`src/rtl/pc_sequencer.sv`:
```
// Program-counter controller for the MIPS datapath: owns the PC register and
// selects sequential, branch, jump, jump-register or trap fetch addresses.
module pc_sequencer #(
  parameter logic [31:0] RESET_PC   = 32'h0000_0000,
  parameter logic [31:0] EXC_VECTOR = 32'h0000_0080
) (
  input  logic        clk,
  input  logic        reset,
  input  logic        stall,
  input  logic        branch_taken,
  input  logic [31:0] branch_offset,
  input  logic        jump,
  input  logic [25:0] jump_field,
  input  logic        jump_reg,
  input  logic [31:0] jr_target,
  input  logic        halt,
  input  logic        resume,
  output logic [31:0] pc,
  output logic [31:0] pc_plus4,
  output logic        redirect,
  output logic [1:0]  seq_state,
  output logic        misalign_err
);

  typedef enum logic [1:0] {
    RUN   = 2'b00,
    STALL = 2'b01,
    HALT  = 2'b10
  } state_t;

  state_t      state, state_nx;
  logic [31:0] pc_nx;
  logic        redirect_nx;
  logic        err_nx;
  logic [31:0] branch_target;
  logic [31:0] jump_target;

  assign pc_plus4      = pc + 32'd4;
  // The shift drops branch_offset[31:30]; the sum wraps modulo 2^32.
  assign branch_target = pc_plus4 + (branch_offset << 2);
  assign jump_target   = {pc_plus4[31:28], jump_field, 2'b00};
  assign seq_state     = state;

  always_ff @(posedge clk or posedge reset) begin
    if (reset) begin
      state        <= RUN;
      pc           <= RESET_PC;
      redirect     <= 1'b0;
      misalign_err <= 1'b0;
    end else begin
      state        <= state_nx;
      pc           <= pc_nx;
      redirect     <= redirect_nx;
      misalign_err <= err_nx;
    end
  end

  always_comb begin
    state_nx    = state;
    pc_nx       = pc;
    redirect_nx = 1'b0;
    err_nx      = misalign_err;
    unique case (state)
      RUN: begin
        if (stall) begin
          state_nx = STALL;
        end else begin
          if (jump_reg && (jr_target[1:0] != 2'b00)) begin
            pc_nx       = EXC_VECTOR;
            err_nx      = 1'b1;
            redirect_nx = 1'b1;
          end else if (jump_reg) begin
            pc_nx       = jr_target;
            redirect_nx = 1'b1;
          end else if (jump) begin
            pc_nx       = jump_target;
            redirect_nx = 1'b1;
          end else if (branch_taken) begin
            pc_nx       = branch_target;
            redirect_nx = 1'b1;
          end else begin
            pc_nx = pc_plus4;
          end
          if (halt) state_nx = HALT;
        end
      end
      // Leaving STALL spends one edge re-entering RUN with the held pc.
      STALL: begin
        if (!stall) state_nx = RUN;
      end
      HALT: begin
        if (resume) state_nx = RUN;
      end
      default: begin
        state_nx = RUN;
      end
    endcase
  end

endmodule

```
`config.mk`:
```
export PLATFORM = sky130hd
export DESIGN_NAME = pc_sequencer
export DESIGN_NICKNAME = d
export VERILOG_FILES = /design/src/rtl/pc_sequencer.sv
export SDC_FILE = /design/constraint.sdc
export NUM_CORES = 1
export LEC_CHECK = 0
export ABC_AREA = 1
export BUFFER_PORTS_ARGS = -buffer_cell sky130_fd_sc_hd__buf_2
export CAP_MARGIN = 20
export CORE_UTILIZATION = 39
export CTS_BUF_LIST = sky130_fd_sc_hd__clkbuf_4 sky130_fd_sc_hd__clkbuf_8 sky130_fd_sc_hd__clkbuf_16
export CTS_CLUSTER_DIAMETER = 150
export CTS_CLUSTER_SIZE = 10
export DETAILED_ROUTE_END_ITERATION = 8
export GPL_TIMING_DRIVEN = 1
export HOLD_SLACK_MARGIN = 0.12
export PLACE_DENSITY = 0.71
export SYNTH_ARGS = -nofsm -noshare
export SYNTH_HDL_FRONTEND = slang
export SYNTH_SLANG_ARGS = --single-unit
```
`constraint.sdc`:
```
create_clock -name clk -period 5.4 [get_ports clk]
set_input_delay 0.81 -clock clk [delete_from_list [all_inputs] [get_ports clk]]
set_output_delay 0.81 -clock clk [all_outputs]
set_load 0.1 [all_outputs]
```
==> results.sh, run 1 <==
export IMPL_wl_per_cell_um=14.4
export IMPL_ys_warn_count=0
export IMPL_htreeDepth=2
export IMPL_crit_required_ns=5.57
export IMPL_antenna_found_initial=0
export IMPL_mostFrequentLayoutCells="nand2_1 (354), buf_2 (163), inv_1 (161)"
export IMPL_io_buffers=163
export IMPL_synth_seq_cells=36
export IMPL_crit_type="flop to flop"
export IMPL_setup_slack_ns=1.85
export IMPL_fin_crit_ns=3.55
export IMPL_grt_ovfl_total=0
export IMPL_dp_slack_ns=1.94
export IMPL_grt_pass1_vias=5874
export IMPL_postCtsSetupBuffers=0
export IMPL_grtUsageTotal_pct=26.8
export IMPL_dp_hpwl_mm=15.7
export IMPL_cp_arrival_ns=3.72
export IMPL_drc=0
export IMPL_via_per_inst=4.97
export IMPL_synth_edf_count=0
export IMPL_clkTransAtPathRegs_ns=0.05
export IMPL_first_pass_iters=5
export IMPL_hold_path_class="flop to flop"
export IMPL_skew_ns=0.00420
export IMPL_p_per_area_mw_per_mm2=387
export IMPL_gp_congestion=0.980
export IMPL_dieArea_mm2=0.0140
export IMPL_yosysSeqAreaShare_pct=17.0
export IMPL_cts_buffer_depth=2
export IMPL_postCtsHoldBufs=0
export IMPL_rsz0062_at_grt="no"
export IMPL_netlist_top_cells_area="nand2_1 (25%), dfrtp_1 (17%), inv_1 (11%), ha_1 (8.5%), nor2_1 (8.5%)"
export IMPL_hold_violations=0
export IMPL_postRouteAntennaNets=0
export IMPL_io_pin_count=166
export IMPL_drt_iter0_markers=453
export IMPL_die_width_um=118
export IMPL_core_area_mm2=0.0132
export IMPL_drv_slew=0
export IMPL_hold_ws_ns=0.457
export IMPL_netlist_instances=969
export IMPL_finalSetupViolations=0
export IMPL_root_buffer="clkbuf_16"
export IMPL_insertion_delay_ns=0.29
export IMPL_end_kind="flop"
export IMPL_antenna_cells=0
export IMPL_syn_nets=1104
export IMPL_wl_mm=18.8
export IMPL_cp_start_kind="flop"
export IMPL_synth_ff_type="dfrtp_1"
export IMPL_cts_tree="yes"
export IMPL_synthArstFlopShare_pct=100
export IMPL_grt_pass1_wl_mm=29.3
export IMPL_grt_max_degree=50
export IMPL_max_freq_mhz=282
export IMPL_avgSynthCellArea_um2=5.45
export IMPL_start_util_pct=39.9
export IMPL_ctsResizeCount=0
export IMPL_cp_max_fo=4
export IMPL_maxCapViolCount=0
export IMPL_syn_area_mm2=0.00529
export IMPL_yosys_cell_types_count=35
export IMPL_row_count=42
export IMPL_irDropWorstVdd_uv=259
export IMPL_cellLeakagePower_uw=0.00385
export IMPL_outcome="finished clean"
export IMPL_num_nets_final=1259
export IMPL_cts_num_sinks=36
export IMPL_synth_area_leader_cell="nand2_1"
export IMPL_tightest_slew_ns=0.926
export IMPL_slew_headroom_pct=38.1
export IMPL_drive_gt1_share_pct=17.2
export IMPL_layout_commonest_cell="nand2_1"
export IMPL_setup_tns_ns=0
export IMPL_dieHeight_um=118
export IMPL_vias=6463
export IMPL_fin_crit_sh_pct=65.7
export IMPL_numCtsBuffers=5
export IMPL_area_delta_synth_final_pct=21.3
export IMPL_synth_top_area_share_pct=25.1
-- synth_stat cells (5+ instances only) --
library cell  instances
xnor2_1               7
dfrtp_1              36
nand2_2               5
nand2_1             354
o22ai_1              13
ha_1                 36
o21bai_1              6
buf_2                 6
nor3_1               11
nor2_2                5
nand4_1              10
o21ai_0              21
clkbuf_1              8
nand3_1              74
or2_2                 5
a21oi_1              36
inv_1               161
nor2_1              120
xor2_1               17
-- worst max-delay path, cell delays in order (launching register included) --
cell and delay (ns):
dfrtp_1 0.39, ha_1 0.27, nand3_1 0.21, nor2_1 0.21
inv_1 0.08, nor2_1 0.24, xnor2_1 0.23, inv_1 0.11
ha_1 0.35, nand2_1 0.12, inv_1 0.10, nand2_1 0.09
o21ai_1 0.32, nand3b_1 0.16, nand3_1 0.10, nand3_1 0.17
nand2_1 0.12, nand2_1 0.05, nand2_1 0.07, nand2_1 0.05
-- power by group --
group / leakage [µW] / switching (µW) / total, µW / internal (µW)
sequential: 0.000457 / 76.7 / 396 / 320
clock: 0.0000780 / 110 / 304 / 194
combinational: 0.00331 / 1400 / 1780 / 380
-- final timing paths --
path,from,end,slack [ns],depth (start not counted)
setup reg to reg,pc[2]$_DFFE_PP0P_,pc[17]$_DFFE_PP0P_,1.85,19
hold / removal,misalign_err$_DFFE_PP0P_,misalign_err$_DFFE_PP0P_,0.46,1
min in group asynchronous,reset,pc[30]$_DFFE_PP0P_,0.62,3
setup / recovery,pc[2]$_DFFE_PP0P_,pc[17]$_DFFE_PP0P_,1.85,19
max in group asynchronous,reset,seq_state[0]$_DFFE_PP0P_,4.43,3
hold reg to reg,misalign_err$_DFFE_PP0P_,misalign_err$_DFFE_PP0P_,0.46,1
-- kinds of logic (layout without fill, tap and decap cells) --
group	Yosys count	in the layout	synth area share (%)
AO/OA/AOI/OAI	93	93	10.1
XOR/XNOR	24	24	3.98
adder cells (fa/ha/maj)	37	37	8.90
buffers and inverters	182	338	13.3
flip-flops	36	36	17.0
AND/OR/NAND/NOR	597	597	46.7
-- state kept, by name, indices dropped and copies added, names as in the netlist --
| signal | cells |
|---|---|
| redirect | 1 |
| pc | 32 |
| seq_state | 2 |
| misalign_err | 1 |
-- area by class of cell --
class,instances,area (µm²)
Clock buffer,8,154
Fill cell,1518,6830
Inverter,164,616
Multi-Input combinational cell,751,3680
Sequential cell,36,901
Tap cell,176,220
Timing Repair Buffer,166,838
-- layer usage --
metal	wire [µm]	GRT usage [%]	share of wire [%]	vias up
met5	0	0	0	-
met4	502	9.10	2.7	0
met3	1080	2.12	5.7	35
met2	8580	45.4	46	238
met1	8620	35.8	46	2871
li1	-	-	-	3319
-- stage by stage --
step                instances  total power [µW]  area (µm²)  util (%)
finish                   1301              2480        6410      48.4
detailed placement       1293              2160        6260      47.3
CTS                      1301              2480        6410      48.4
floorplan                 969              1800        5290         -
global placement         1293              2150        6260      47.3
global route             1301              2630        6410      48.4
Power figures use the tool's default switching activity.
==> run 2: changes to the inputs <==
==> constraint.sdc (replaced) <==
create_clock -name clk -period 3.45 [get_ports clk]
set_input_delay 0.5175 -clock clk [delete_from_list [all_inputs] [get_ports clk]]
set_output_delay 0.5175 -clock clk [all_outputs]
set_load 0.1 [all_outputs]
==> run 2 against run 1 <==
Routed wire length is 1.5% higher. Non-clock buffer count rose by 11. Critical endpoint is now pc[21]$_DFFE_PP0P_. Via count down 0.19%. Highest routed layer unchanged. The flow now finishes with violations (DRC). Fmax increased by 8.3%. Clock skew grew 0.0020 ns. Die area stayed put. Clock power increased by 62%. Combinational power grew 63%. Power increased by 63%. Critical path type unchanged. Worst hold slack lost 0.12 ns. Core utilization increased by 3.5 points.
==> results.sh, run 2 (synthesis results as in run 1) <==
export IMPL_cts_num_sinks=36
export IMPL_crit_type="flop to flop"
export IMPL_grt_pass1_wl_mm=29.9
export IMPL_antenna_found_initial=0
export IMPL_largest_reg_flops=32
export IMPL_clock_power_share_pct=12.1
export IMPL_core_area_mm2=0.0132
export IMPL_max_freq_mhz=305
export IMPL_cp_start_kind="flop"
export IMPL_vias=6451
export IMPL_finalSetupViolations=0
export IMPL_post_dp_cell_area_mm2=0.00664
export IMPL_grt_pass1_vias=5986
export IMPL_crit_family="simple AND/OR/NAND/NOR gates"
export IMPL_io_buffers=163
export IMPL_crit_required_ns=3.63
export IMPL_intPower_uw=1490
export IMPL_p_per_area_mw_per_mm2=590
export IMPL_dieArea_mm2=0.0140
export IMPL_top_layer="met4"
export IMPL_end_kind="flop"
export IMPL_dieHeight_um=118
export IMPL_layout_commonest_cell="nand2_1"
export IMPL_cellLeakagePower_uw=0.00392
export IMPL_max_stage_delay_ns=0.50
export IMPL_grtUsageTotal_pct=27.3
export IMPL_num_nets_final=1270
export IMPL_irDropWorstVdd_uv=367
export IMPL_slew_headroom_pct=33.1
export IMPL_row_count=42
export IMPL_fin_crit_sh_pct=95.0
export IMPL_cts_tree="yes"
export IMPL_area_delta_synth_final_pct=30.0
export IMPL_drc=1
export IMPL_start_util_pct=39.9
export IMPL_wl_met2_mm=8.87
export IMPL_drt_iter0_markers=394
export IMPL_io_pin_count=166
export IMPL_via_per_inst=4.92
export IMPL_outcome="finished with violations"
export IMPL_n_fill_cell=1411
export IMPL_gp_congestion=0.941
export IMPL_insertion_delay_ns=0.29
export IMPL_drive_gt1_share_pct=23.3
export IMPL_drt_met1_wl_mm=8.61
export IMPL_drv_slew=0
export IMPL_cp_arrival_ns=3.45
export IMPL_hold_violations=0
export IMPL_hold_ws_ns=0.334
export IMPL_wl_mm=19.1
export IMPL_design_area_mm2=0.00687
export IMPL_antenna_cells=0
export IMPL_root_buffer="clkbuf_16"
export IMPL_dp_hpwl_mm=15.8
export IMPL_rsz0062_at_grt="yes"
export IMPL_p_sw_share_pct=63.2
export IMPL_postCtsHoldBufs=0
export IMPL_critPathMostFrequentCell="nand2_1"
export IMPL_dp_slack_ns=0.126
export IMPL_cp_max_fo=5
export IMPL_tightest_slew_ns=0.999
export IMPL_maxCapViolCount=0
export IMPL_grt_ovfl_total=0
export IMPL_postRouteAntennaNets=0
export IMPL_htreeDepth=2
export IMPL_dr_wl_met3_mm=1.20
export IMPL_combPwrFrac_pct=71.9
export IMPL_slowest_stage="dfrtp_4"
export IMPL_first_pass_iters=7
export IMPL_wl_per_cell_um=14.5
export IMPL_setup_slack_ns=0.174
export IMPL_mostFrequentLayoutCells="nand2_1 (351), buf_2 (163), inv_1 (153)"
export IMPL_p_sw_uw=2560
export IMPL_violations="DRC"
export IMPL_crit_chain="ha_1 > nand3_1 > buf_4 > inv_1 > nand2_1 > nor2_1 > xnor2_1 > buf_4 > inv_1 > ha_2 > nand2_1 > nor2_2 > inv_1 > nor2_2 > nand3_1 > nand4_1 > nand3_1 > nand2_1 > nand2_1 > nand2_1 > nand2_1"
export IMPL_top_register="pc"
export IMPL_cts_buffer_depth=2
export IMPL_hold_path_class="input port to asynchronous set/reset pin"
export IMPL_die_width_um=118
export IMPL_skew_ns=0.00624
export IMPL_crit_buf_inv=5
export IMPL_seqPwrFrac_pct=16.0
export IMPL_grt_max_degree=50
export IMPL_numCtsBuffers=5
export IMPL_fin_crit_ns=3.28
export IMPL_clkTransAtPathRegs_ns=0.06
run 2: changes by cell type in the layout (fill, tap and decap cells not counted), moves of 6 or more:
cell and delta:
nor2_1 -7, ha_1 -6, buf_4 +11, dfrtp_1 -15, xor2_4 +6, dfrtp_2 +13, xor2_1 -10, inv_1 -8
run 2: area by class of cell:
class | instances | area [µm²] | area share (%)
flip-flops and latches | 36 | 925 | 13.5
clock buffers | 8 | 160 | 2.33
well taps | 176 | 220 | 3.21
repair buffers | 177 | 921 | 13.4
inverters | 164 | 634 | 9.23
multi-input cells | 751 | 4010 | 58.4
run 2: power by group through the flow:
stage	Clock (µW)	Combinational, µW	Sequential, µW
floorplan	0	1730	1190
global placement	0	2850	649
detailed placement	0	2860	649
CTS	498	2870	642
global route	511	3120	663
finish	491	2910	647
run 2: what timing repair did:
action	4_1_cts	5_1_grt
endpoints found under the setup margin	0	17
buffers inserted	0	0
gates resized for setup	0	15
run 2: worst min-delay path, stage by stage:
cell and delay [ns]:
buf_2 0.09, inv_1 0.04, buf_4 0.41
run 2: layer usage:
layer / track usage, % / up-vias
met3: 2.75 / 23
met4: 7.75 / 0
met5: 0 / -
met2: 46.2 / 220
li1: - / 3344
met1: 36.9 / 2864
run 2: worst paths after layout:
check | startpoint | endpoint | slack [ns] | depth (start not counted)
max | pc[2]$_DFFE_PP0P_ | pc[21]$_DFFE_PP0P_ | 0.17 | 21
min | reset | pc[28]$_DFFE_PP0P_ | 0.33 | 3
max reg2reg | pc[2]$_DFFE_PP0P_ | pc[21]$_DFFE_PP0P_ | 0.17 | 21
min reg2reg | seq_state[1]$_DFFE_PP0P_ | seq_state[0]$_DFFE_PP0P_ | 0.47 | 1
max in group asynchronous | reset | pc[2]$_DFFE_PP0P_ | 2.74 | 3
min in group clk | resume | seq_state[1]$_DFFE_PP0P_ | 0.41 | 2
run 2: per-stage QoR:
| stage | std cells | total power, µW | setup TNS, ns | utilization, % |
|---|---|---|---|---|
| 2_1_floorplan | 969 | 2920 | -7.98 | - |
| 3_3_place_gp | 1304 | 3490 | 0 | 50.1 |
| 3_5_place_dp | 1304 | 3510 | 0 | 50.1 |
| 4_1_cts | 1312 | 4010 | 0 | 51.3 |
| 5_1_grt | 1312 | 4290 | -0.00297 | 51.9 |
| 6_report | 1312 | 4050 | 0 | 51.9 |
